## src/rtl/wrr_pkt_arbiter.sv

```systemverilog
// Packet-level round-robin arbiter: one-cycle grant pulse per packet, one-hot select held until end of packet.
// Latency: 1 cycle from request to grant; one IDLE cycle after every iDone (max one grant per 2 cycles).
// Backpressure: iReq is ignored while a packet is outstanding; optional grant watchdog via WRR_ARB_WATCHDOG_EN.
module wrr_pkt_arbiter #(
    parameter int ARB_NUM     = 8,
    parameter int TIMEOUT_CYC = 1024
) (
    input  logic                       iClk,
    input  logic                       iRst,
    input  logic [ARB_NUM-1:0]         iReq,
    output logic [ARB_NUM-1:0]         oGnt,
    output logic [ARB_NUM-1:0]         oSel,
    output logic [$clog2(ARB_NUM)-1:0] oSelIdx,
    output logic                       oBusy,
    input  logic                       iDone,
    output logic                       oTimeout
);

    localparam int IDX_W = $clog2(ARB_NUM);

    localparam logic [0:0] ST_IDLE  = 1'b0;
    localparam logic [0:0] ST_GRANT = 1'b1;

    if (ARB_NUM < 2) begin : g_bad_arb_num
        $error("wrr_pkt_arbiter: ARB_NUM must be >= 2");
    end
    if (TIMEOUT_CYC < 2) begin : g_bad_timeout
        $error("wrr_pkt_arbiter: TIMEOUT_CYC must be >= 2");
    end

    logic [0:0]         state;
    logic [IDX_W-1:0]   ptr;
    logic [IDX_W-1:0]   ptr_nxt;
    logic [IDX_W-1:0]   win_idx;
    logic               win_vld;
    logic [IDX_W:0]     pos;
    logic [ARB_NUM-1:0] win_oh;
    logic               expire;

    // Scan from the highest offset down so the lowest offset from ptr wins.
    always_comb begin
        win_vld = 1'b0;
        win_idx = '0;
        pos     = '0;
        for (int k = ARB_NUM - 1; k >= 0; k--) begin
            pos = {1'b0, ptr} + (IDX_W+1)'(k);
            if (pos >= (IDX_W+1)'(ARB_NUM))
                pos = pos - (IDX_W+1)'(ARB_NUM);
            if (iReq[pos[IDX_W-1:0]]) begin
                win_vld = 1'b1;
                win_idx = pos[IDX_W-1:0];
            end
        end
    end

    assign win_oh  = {{(ARB_NUM-1){1'b0}}, 1'b1} << win_idx;
    assign ptr_nxt = (oSelIdx == IDX_W'(ARB_NUM - 1)) ? '0 : oSelIdx + 1'b1;

    always_ff @(posedge iClk or posedge iRst) begin
        if (iRst) begin
            state   <= ST_IDLE;
            ptr     <= '0;
            oGnt    <= '0;
            oSel    <= '0;
            oSelIdx <= '0;
            oBusy   <= 1'b0;
        end else begin
            oGnt <= '0;
            case (state)
                ST_IDLE: begin
                    if (win_vld) begin
                        state   <= ST_GRANT;
                        oGnt    <= win_oh;
                        oSel    <= win_oh;
                        oSelIdx <= win_idx;
                        oBusy   <= 1'b1;
                    end
                end
                default: begin
                    if (iDone || expire) begin
                        state <= ST_IDLE;
                        oSel  <= '0;
                        oBusy <= 1'b0;
                        ptr   <= ptr_nxt;
                    end
                end
            endcase
        end
    end

`ifdef WRR_ARB_WATCHDOG_EN
    localparam int WD_W = $clog2(TIMEOUT_CYC + 1);

    logic [WD_W-1:0] wd_cnt;

    assign expire = (state == ST_GRANT) && (wd_cnt == WD_W'(TIMEOUT_CYC - 1));

    // A coincident iDone wins over expiry: normal completion, no timeout pulse.
    always_ff @(posedge iClk or posedge iRst) begin
        if (iRst) begin
            wd_cnt   <= '0;
            oTimeout <= 1'b0;
        end else begin
            oTimeout <= expire && !iDone;
            if (state != ST_GRANT)
                wd_cnt <= '0;
            else if (!iDone)
                wd_cnt <= wd_cnt + 1'b1;
        end
    end
`else
    assign expire   = 1'b0;
    assign oTimeout = 1'b0;
`endif

endmodule

```

## config.mk

```make
export PLATFORM = sky130hd
export DESIGN_NAME = wrr_pkt_arbiter
export DESIGN_NICKNAME = d
export VERILOG_FILES = /design/src/rtl/wrr_pkt_arbiter.sv
export SDC_FILE = /design/constraint.sdc
export NUM_CORES = 1
export LEC_CHECK = 0
export CORE_MARGIN = 3
export CORE_UTILIZATION = 30
export DETAILED_ROUTE_END_ITERATION = 16
export GPL_TIMING_DRIVEN = 0
export PLACE_DENSITY = 0.57
export SETUP_SLACK_MARGIN = 0.2
export SLEW_MARGIN = 20
export SYNTH_ARGS = -nofsm -noshare
export SYNTH_HDL_FRONTEND = slang
export SYNTH_SLANG_ARGS = --single-unit
```

## constraint.sdc

```tcl
create_clock -name iClk -period 4.8 [get_ports iClk]
set_input_delay 0.96 -clock iClk [delete_from_list [all_inputs] [get_ports iClk]]
set_output_delay 0.96 -clock iClk [all_outputs]
set_load 0.01 [all_outputs]
```

==> impl_metrics.ini <==
[synth]
netlist_top_cells_area = sky130_fd_sc_hd__dfrtp_1 (29%), sky130_fd_sc_hd__mux4_2 (15%), sky130_fd_sc_hd__mux2i_1 (5.7%)
async_flop_share_pct = 100
synth-edff-count = 0
synth_top_area_cell = sky130_fd_sc_hd__dfrtp_1
syn-mean-instance-area_um2 = 10.1
netlist.area_leader.share_pct = 28.5
postSynthNetCount = 224
yosys_warnings = 0
syn-instance-count = 209
dominantRegCellSynth = sky130_fd_sc_hd__dfrtp_1
combined_area_of_all_synthesized_cells_um2 = 2110
synth-seq-area-share_pct = 28.5
synthDistinctLibCells = 58
postSynthRegisterBits = 24

[floorplan]
dieArea_um2 = 8060
fp.dieW_um = 89.8
floorplan.die.height_um = 89.8
initial_cell_density_of_the_core_pct = 32.1
ios = 32
floorplan.rows = 29
fp.coreArea_um2 = 6570

[cts]
cts-buffers-inserted = 3
cts_resized = 0
ctsLongestPathBuffers = 2
clk_transition_reported_paths_ns = 0.08
level_count_of_the_clock_h_tree = 1
clkLatencyLatePin_ns = 0.26
cts_hold_buffers = 0
cts_root_buf = sky130_fd_sc_hd__clkbuf_8
cts.sinks = 24
post_cts.repair.setup_buffers = 0
tritoncts = yes

[setup_path]
path_delay_family = buffers and inverters
crit_path_top_delay_cell = sky130_fd_sc_hd__mux4_2
worstPathCellList = buf_6 > buf_2 > clkbuf_1 > inv_1 > ha_1 > buf_2 > buf_2 > mux2i_1 > mux4_2 > a2111oi_0 > o311a_1 > o21ai_1 > o31ai_1
worstSetupPathType = reg -> reg
timing.critical_path.to_type = flip-flop
critPathMostFrequentCell = sky130_fd_sc_hd__buf_2
worst_ep_required_time_ns = 4.97
timing.critical_path.fanout_max = 10
critPathLaunchType = flip-flop
worst-endpoint-arrival_ns = 4.21
rr_endpoint = oSel[6]
worst-r2r-cell-count = 13
rr_startpoint = ptr[1]
critPathBufInv = 6
critical_path.max_stage_delay_ns = 0.52
reg2reg_setup_slack_ns = 0.77

[power_and_ir_drop]
power.internal_w = 0.00110
power.switching_fraction_pct = 47.1
report.power.total_w = 0.00208
peakVddDrop_v = 0.000225
leakage_component_of_the_power_nw = 1.04
p_seq_share_pct = 15.3
p_sw_w = 0.000978
combinationalPowerShare_pct = 76.4
power.share.clock_pct = 8.3
pwr_density_cell_nw_per_um2 = 800

[worst_hold_path]
hold-path-endpoint = oSel[3]
hold-path-cell-count = 2
hold_path_startpoint = oSel[3]
timing.hold.worst.class = reg -> reg

[global_routing]
global_route.overflow_total = 0
first_global_vias = 1753
global_route_wire_length_before_repair_um = 8780
antenna_found_initial = 0
gr-usage-all-layers_pct = 12.9
grt_max_degree = 25

[timing]
tightest_slew_ns = 0.879
hold_slack_ns = 0.482
min_period_over_period_pct = 84.0
setup-violations-final = 0
worst_setup_skew_after_layout_ns = 0.00301
final.setup.tns_ns = 0
report.final.slew_viol_count = 0
setup_repair_after_global_routing_missed_its_margin = false
min_tclk_post_route_ns = 4.03
timing.max_slew.rel_slack_pct = 41.3
clock.fmax_mhz = 248
hold_violations = 0

[layout]
fillerInstances = 654
final_layout_size_suffix_gt1_share_pct = 19.3
finish.net_count = 259
n_antenna_cell = 0
final_cell_mix = sky130_fd_sc_hd__clkdlybuf4s50_1 (30), sky130_fd_sc_hd__dfrtp_1 (24), sky130_fd_sc_hd__nand2_1 (18), sky130_fd_sc_hd__nor2_1 (14), sky130_fd_sc_hd__mux4_2 (14)
final_common_cell = sky130_fd_sc_hd__clkdlybuf4s50_1
syn2layout_area_growth_pct = 23.2

[status]
status = completed

[routing]
drt_first_iter_violations = 95
detail_route.wirelength_um = 5220
firstDrtPassIters = 4
via_count = 1781
number_of_remaining_drc_errors = 0
route.detailed.wl_per_inst_um = 15.5
vias_per_cell = 5.30
final_antenna_net_count = 0

[placed_design]
place.detailed.hpwl_um = 4080
portBuffers = 30
final_weighted_congestion_in_routability_driven_placement = 0.807

[flow_run]
total_of_max_cap_violations = 0
tightest hold or removal path, cell delays in order, from the launching register on:
cell	delay, ns
sky130_fd_sc_hd__dfrtp_1	0.35
sky130_fd_sc_hd__nand2_1	0.04
sky130_fd_sc_hd__o21ai_0	0.06
how the worst max path moves through the flow:
| stage | start | slack [ns] | end | cells after the start |
|---|---|---|---|---|
| global placement | ptr[1] | 0.72 | oSel[4] | 13 |
| CTS | ptr[1] | 0.72 | oSel[6] | 13 |
| detailed placement | ptr[1] | 0.74 | oSel[3] | 14 |
| global route | ptr[1] | 0.31 | oSel[3] | 13 |
| floorplan | ptr[1] | 1.28 | oSel[0] | 14 |
| finish | ptr[1] | 0.77 | oSel[6] | 13 |
power groups by stage:
stage | combinational (W) | clock (W) | sequential, W
final | 0.00159 | 0.000173 | 0.000318
after global routing | 0.00174 | 0.000186 | 0.000329
after CTS | 0.00159 | 0.000179 | 0.000320
after detailed placement | 0.00159 | 0 | 0.000324
after global placement | 0.00158 | 0 | 0.000323
after floorplan | 0.00115 | 0 | 0.000349
area by class of cell:
cell class,count,area (µm²),share of cell area (%)
multi-input cells,162,1390,53.5
clock inverters,1,30.0,1.16
well taps,93,116,4.48
repair buffers,30,300,11.6
flip-flops and latches,24,601,23.1
inverters,5,18.8,0.723
clock buffers,3,41.3,1.59
plain buffers,18,100,3.86
Yosys cell counts, drive strengths merged, types with 2 or more instances:
cell type,instances
mux2i,12
o31ai,6
xor2,3
nor2b,5
clkbuf,6
nor2,14
xnor2,2
and2,2
nand3b,2
a2111oi,2
ha,4
nand2b,4
a311oi,2
dfrtp,24
mux2,9
mux4,14
nor3,7
inv,5
a211oi,2
a22o,3
o32ai,2
a21o,3
nand3,7
or2,3
a21oi,5
a221o,2
o21a,3
nand2,18
buf,12
o21ai,7
cells by family (layout without fill, tap and decap cells):
kind of cell / Yosys count / in the layout / synth area share [%]
adder cells (fa/ha/maj): 4 / 4 / 2.38
other: 1 / 1 / 0.178
XOR/XNOR: 5 / 5 / 2.44
buffers and inverters: 23 / 57 / 5.64
multiplexers: 35 / 35 / 25.7
flip-flops: 24 / 24 / 28.5
AO/OA/AOI/OAI: 48 / 48 / 18.4
AND/OR/NAND/NOR: 69 / 69 / 16.8
per-stage QoR:
| step | cells | cell area (µm²) | setup slack, ns | utilization [%] |
|---|---|---|---|---|
| after floorplan | 209 | 2110 | 1.28 | - |
| after global placement | 332 | 2520 | 0.724 | 38.4 |
| after detailed placement | 332 | 2520 | 0.736 | 38.4 |
| after CTS | 336 | 2590 | 0.723 | 39.5 |
| after global routing | 336 | 2590 | 0.313 | 39.5 |
| final | 336 | 2590 | 0.766 | 39.5 |
routing by layer:
metal / GRT usage [%] / share of wire [%] / wire length (µm)
met1: 17.3 / 45 / 2340
met2: 22.2 / 51 / 2640
met3: 1.84 / 3.7 / 193
met4: 2.68 / 0.88 / 46
met5: 0 / 0 / 0
state kept, by name (all words and copies together) (netlist names):
register,count
oBusy,1
oGnt,8
state,1
oSelIdx,3
ptr,3
oSel,8
No activity file was read; power rests on OpenSTA's default activity.
